`src/rtl/mem_arbiter.sv`:
```
// mem_arbiter: shares one single-port ram between two bus masters.
//   Port 0 is the ktc16 core. Port 1 is a loader, debug or DMA master.
//   Arbitration is round-robin. An owner may hold a bounded locked burst
//   of up to MAX_BURST back-to-back transfers.
//
// Optional feature: define MEM_ARB_STATS_EN to build the transfer and
// contention counters. When it is undefined, the stat ports are tied to
// zero and no counter flops are built.
//
// Ports:
//   clk, reset                 clock; synchronous active-high reset
//   reqN, weN, lockN           master N request, write enable, burst lock
//   addrN, wdN                 master N address and write data
//   gntN                       registered grant to master N
//   rdataN                     mem_rd while gntN is high, otherwise 0
//   mem_we, mem_addr, mem_wd   ram write enable, address and write data
//   mem_rd                     ram combinational read data
//   stat_gnt0, stat_gnt1       transfers completed per master
//   stat_wait                  cycles in which some master waited
//
// State table:
//   OWN_NONE | bus idle; no master granted
//   OWN_M0   | master 0 granted
//   OWN_M1   | master 1 granted

module mem_arbiter #(
    parameter int ADDR_W    = 32,
    parameter int DATA_W    = 32,
    parameter int MAX_BURST = 4
) (
    input  logic              clk,
    input  logic              reset,
    input  logic              req0,
    input  logic              we0,
    input  logic              lock0,
    input  logic [ADDR_W-1:0] addr0,
    input  logic [DATA_W-1:0] wd0,
    input  logic              req1,
    input  logic              we1,
    input  logic              lock1,
    input  logic [ADDR_W-1:0] addr1,
    input  logic [DATA_W-1:0] wd1,
    output logic              gnt0,
    output logic              gnt1,
    output logic [DATA_W-1:0] rdata0,
    output logic [DATA_W-1:0] rdata1,
    output logic              mem_we,
    output logic [ADDR_W-1:0] mem_addr,
    output logic [DATA_W-1:0] mem_wd,
    input  logic [DATA_W-1:0] mem_rd,
    output logic [31:0]       stat_gnt0,
    output logic [31:0]       stat_gnt1,
    output logic [31:0]       stat_wait
);

    localparam int BW = (MAX_BURST > 1) ? $clog2(MAX_BURST) : 1;
    localparam logic [BW-1:0] BURST_LAST = BW'(MAX_BURST - 1);

    typedef enum logic [1:0] {
        OWN_NONE = 2'b00,
        OWN_M0   = 2'b01,
        OWN_M1   = 2'b10
    } owner_t;

    owner_t        owner_q, owner_d;
    logic          last_q, last_d;     // 1 = master 1 made the latest transfer
    logic [BW-1:0] burst_q, burst_d;

    logic xfer0, xfer1;
    logic elig0, elig1;
    logic stay_locked;

    assign gnt0  = (owner_q == OWN_M0);
    assign gnt1  = (owner_q == OWN_M1);
    assign xfer0 = gnt0 & req0;
    assign xfer1 = gnt1 & req1;

    // A master that transferred this edge has had its request consumed.
    assign elig0 = req0 & ~xfer0;
    assign elig1 = req1 & ~xfer1;

    assign stay_locked = ((xfer0 & lock0) | (xfer1 & lock1)) && (burst_q < BURST_LAST);

    always_ff @(posedge clk) begin
        if (reset) begin
            owner_q <= OWN_NONE;
            last_q  <= 1'b1;           // master 0 wins the first tie
            burst_q <= '0;
        end else begin
            owner_q <= owner_d;
            last_q  <= last_d;
            burst_q <= burst_d;
        end
    end

    always_comb begin
        owner_d = owner_q;
        last_d  = last_q;
        burst_d = burst_q;

        if (xfer0) begin
            last_d = 1'b0;
        end else if (xfer1) begin
            last_d = 1'b1;
        end

        if (stay_locked) begin
            burst_d = burst_q + 1'b1;
        end else begin
            burst_d = '0;
            if (elig0 && elig1) begin
                owner_d = last_q ? OWN_M0 : OWN_M1;
            end else if (elig0) begin
                owner_d = OWN_M0;
            end else if (elig1) begin
                owner_d = OWN_M1;
            end else begin
                owner_d = OWN_NONE;
            end
        end
    end

    always_comb begin
        mem_we   = 1'b0;
        mem_addr = '0;
        mem_wd   = '0;
        case (owner_q)
            OWN_M0: begin
                mem_we   = req0 & we0;
                mem_addr = addr0;
                mem_wd   = wd0;
            end
            OWN_M1: begin
                mem_we   = req1 & we1;
                mem_addr = addr1;
                mem_wd   = wd1;
            end
            default: begin
                mem_we   = 1'b0;
                mem_addr = '0;
                mem_wd   = '0;
            end
        endcase
    end

    assign rdata0 = gnt0 ? mem_rd : '0;
    assign rdata1 = gnt1 ? mem_rd : '0;

`ifdef MEM_ARB_STATS_EN
    logic [31:0] stat_gnt0_q, stat_gnt1_q, stat_wait_q;
    logic        wait_any;

    assign wait_any = (req0 & ~gnt0) | (req1 & ~gnt1);

    always_ff @(posedge clk) begin
        if (reset) begin
            stat_gnt0_q <= '0;
            stat_gnt1_q <= '0;
            stat_wait_q <= '0;
        end else begin
            if (xfer0) begin
                stat_gnt0_q <= stat_gnt0_q + 32'd1;
            end
            if (xfer1) begin
                stat_gnt1_q <= stat_gnt1_q + 32'd1;
            end
            if (wait_any) begin
                stat_wait_q <= stat_wait_q + 32'd1;
            end
        end
    end

    assign stat_gnt0 = stat_gnt0_q;
    assign stat_gnt1 = stat_gnt1_q;
    assign stat_wait = stat_wait_q;
`else
    assign stat_gnt0 = '0;
    assign stat_gnt1 = '0;
    assign stat_wait = '0;
`endif

endmodule

```
`config.mk`:
```
export PLATFORM = sky130hd
export DESIGN_NAME = mem_arbiter
export DESIGN_NICKNAME = d
export VERILOG_FILES = /design/src/rtl/mem_arbiter.sv
export SDC_FILE = /design/constraint.sdc
export NUM_CORES = 1
export LEC_CHECK = 0
export CAP_MARGIN = 20
export CORE_AREA = 3 3 154 156
export CTS_CLUSTER_DIAMETER = 50
export DETAILED_ROUTE_END_ITERATION = 10
export DIE_AREA = 0 0 157 159
export GPL_TIMING_DRIVEN = 0
export PLACE_DENSITY = 0.57
export SLEW_MARGIN = 0
export SYNTH_ARGS = -nofsm -noshare
export SYNTH_HDL_FRONTEND = slang
export SYNTH_SLANG_ARGS = --single-unit
export TNS_END_PERCENT = 50
```
`constraint.sdc`:
```
create_clock -name clk -period 3.25 [get_ports clk]
set_input_delay 0.65 -clock clk [delete_from_list [all_inputs] [get_ports clk]]
set_output_delay 0.65 -clock clk [all_outputs]
set_load 0.01 [all_outputs]
```
==> run summary <==
TIMING
----------------------------------------------------------------------------------------
Time the worst path needs with I/O delays and setup                              3010 ps
Worst slew margin relative to its limit                                           0.6362
Post-route setup TNS                                                                0 ps
Setup Viol. Count Final                                                                0
Least-Margin Pin Slew                                                           545.7 ps
Fin Hold WS                                                                     425.5 ps
Setup clock skew after layout                                                   2.388 ps
Count of final max-slew check failures                                                 0
Final count of hold timing violations                                                  0
Maximum clock frequency                                                        332.2 MHz
Unrepaired setup endpoints after global routing                                    false
Fraction of the cycle the final worst path needs                                  0.9263

FLOORPLAN
----------------------------------------------------------------------------------------
Effective utilization at floorplan                                                0.1005
Die extent in y                                                              159 microns
Die area                                                                    24,960 sq um
Core Footprint                                                              22,500 sq um
Die width                                                                    157 microns
Placement Rows                                                                        55
Ports placed on the boundary                                                         395

SYNTH
----------------------------------------------------------------------------------------
Synth Instances                                                                      347
Proportion of synthesized chip area in sequential cells                          0.04427
Combinational family with the most area after synthesis                     buffers and inverters
Xor and xnor fraction of the mapped netlist area                                       0
Yosys warns                                                                            0
Compound-cell area share of the yosys netlist                                     0.2258
Distinct cells, synth                                                                 23
Seq cells post-synth                                                                   5
Ranking of synthesized cells by area                                        buf_4, a22oi_1, and2_1
Share of the synthesized area in the top cell type                                0.3254
Adder-cell area share of the yosys netlist                                       0.01660
Share of synthesized area spent on multiplexers                                        0
Dominant cell type by area after synthesis                                         buf_4
Synthesized-area fraction occupied by and/or/nand/nor cells                       0.3298
Netlist Area Pre-Place                                                        2261 sq um
Post-synthesis average cell area                                             6.516 sq um

DETAILED ROUTING
----------------------------------------------------------------------------------------
Number of search-and-repair iterations in the first detailed-routing pass              4
Detailed-route wire length per cell                                         13.83 microns
Drt initial violations                                                                90
Number of routed nets with antenna violations                                          0
Total Wirelength                                                                14.23 mm
Number of vias in the routed layout                                                3,518
Average vias per placed instance                                                   3.419
Residual DRC count                                                                     0

SETUP PATH
----------------------------------------------------------------------------------------
Worst setup path category                                                   register to primary output
Arrival @ worst endpoint                                                         2360 ps
CP max-delay cell                                                           clkdlybuf4s50_1
Logic depth of the worst register-to-register path                                     6
Startpoint of the worst-slack reg-to-reg timing path                          owner_q[1]
Crit path capture type                                                      primary output
Endpoint required time on the critical path                                      2600 ps
Worst r2r dst                                                                     last_q
Kind of start point of the critical path                                        register
Capturing element of the worst setup path                                     mem_wd[13]
Crit path max fanout                                                                  10
Reg-to-reg setup timing slack                                                    1600 ps
Critical Path Source                                                          owner_q[0]
Delay of the slowest critical-path stage                                          520 ps
Worst path cell trace                                                       inv_1, ha_1, buf_2, buf_1, nor2_1, clkdlybuf4s50_1

POWER
----------------------------------------------------------------------------------------
Static power due to leakage                                                     2.543 nW
Worst vdd ir                                                                   0.1662 mV
Power density cells                                                         171.7 nW/um^2

RUN
----------------------------------------------------------------------------------------
Count of maximum capacitance violations                                                0

GLOBAL ROUTE
----------------------------------------------------------------------------------------
Maximum number of pins on one net before global-route repair                          11
Total GRT Usage                                                                   0.1011
Number of global-route vias before repair                                          3,511
Number of antenna violations at the first check in global routing                      0
Overflow after GRT                                                                     0
Global-route wire length before repair                                          20.05 mm

CLOCK TREE
----------------------------------------------------------------------------------------
Clock H-tree levels                                                                    1
Worst-case clock buffer depth                                                          2
Root buf cell                                                                  clkbuf_16
CTS clock-pin slew for the worst setup and hold paths                              30 ps
Clock net sink count                                                                   5
Post-CTS sizing                                                                        0
Worst skew pair latency                                                           230 ps
Hold_buf cts                                                                           0
Postcts setup bufs                                                                     0
Clock buffers created by TritonCTS                                                     3
CTS tree                                                                             yes

MIN PATH
----------------------------------------------------------------------------------------
Hold crit path type                                                         register to register

LAYOUT
----------------------------------------------------------------------------------------
Number of nets at the end of the flow                                                916
Filler instances                                                                   2,517
Inserted Diodes                                                                        0
Most frequent standard cell in the layout excluding fill and tap cells      clkdlybuf4s50_1
Synth-to-layout area growth                                                       167.0%
Fraction of layout instances using a drive strength above 1                       0.1599
Commonest cells after routing, fill and taps aside                          clkdlybuf4s50_1, buf_4, conb_1

PLACE
----------------------------------------------------------------------------------------
Sum of net half-perimeters after detailed placement                             12.41 mm
Count of input and output buffers                                                    298
Gpl congestion                                                                    0.7110

OUTCOME
----------------------------------------------------------------------------------------
Result of the run                                                           finished clean

==> area by class of cell <==
cell class / count / area (sq um) / area share
Multi-Input combinational cell: 310 / 1654 / 0.2740
Tap cell: 285 / 356.6 / 0.05908
Clock buffer: 4 / 78.83 / 0.01306
Sequential cell: 5 / 100.1 / 0.01658
Inverter: 2 / 7.507 / 0.001244
Buffer: 125 / 855.8 / 0.1418
Timing Repair Buffer: 298 / 2983 / 0.4942
==> report_power, final <==
part	leakage (nW)	total, mW	internal (mW)	switching, mW
Sequential	0.0409	0.0665	0.0648	0.00171
Clock	0.0382	0.203	0.163	0.0406
Combinational	2.46	0.767	0.441	0.325
Total	2.54	1.04	0.669	0.368
==> how the worst min path moves through the flow <==
stage | to | start | slack, ps | cells past startpoint
finish | burst_q[0] | burst_q[0] | 430 | 1
global route | burst_q[0] | burst_q[0] | 470 | 1
CTS | burst_q[0] | burst_q[0] | 420 | 1
detailed placement | burst_q[0] | burst_q[0] | 420 | 1
global placement | burst_q[0] | burst_q[0] | 410 | 1
floorplan | burst_q[0] | burst_q[0] | 400 | 1
==> through the flow <==
step	util	instances	setup slack [ps]	power (mW)	instance area, sq um
floorplan	-	442	1350	0.4103	2618
global placement	0.2647	1025	363.8	0.8378	5957
detailed placement	0.2647	1025	357.5	0.8393	5957
CTS	0.2682	1029	104.9	1.049	6036
global route	0.2682	1029	22.88	1.110	6036
finish	0.2682	1029	239.7	1.036	6036
==> registers in the layout, indices dropped and copies added, names as in the netlist <==
register  flops
owner_q       2
last_q        1
burst_q       2
==> cell families after synthesis <==
group	Yosys count
compound gates	69
fa+ha+maj	3
buf+inv	127
flops	5
other cells	1
simple gates	142
==> cell usage after synthesis <==
| master | n |
|---|---|
| a21oi_1 | 3 |
| a22oi_1 | 64 |
| and2_1 | 64 |
| and2_4 | 1 |
| buf_1 | 5 |
| buf_2 | 15 |
| buf_4 | 98 |
| clkbuf_1 | 7 |
| conb_1 | 1 |
| dfxtp_1 | 5 |
| ha_1 | 3 |
| inv_1 | 2 |
| nand3_1 | 2 |
| nand3b_1 | 1 |
| nand4_1 | 2 |
| nand4b_1 | 1 |
| nand4b_2 | 1 |
| nor2_1 | 64 |
| nor3_1 | 1 |
| nor3b_1 | 3 |
| o31ai_1 | 2 |
| or2_2 | 1 |
| or3b_1 | 1 |
==> routing by layer <==
metal | up-vias | GRT usage | wire length (microns)
met4 | 0 | 0.01074 | 83
met5 | - | 0 | 0
li1 | 1769 | - | -
met3 | 5 | 0.02582 | 1430
met2 | 219 | 0.2026 | 7532
met1 | 1525 | 0.1068 | 5180
==> worst max-delay path: cells and delay by family (launching register included) <==
kind / cells / cell delay (ps)
buffers and inverters: 4 / 1330
AND/OR/NAND/NOR: 1 / 170
flip-flops: 1 / 320
adder cells (fa/ha/maj): 1 / 290
(Power assumes the default switching activity.)
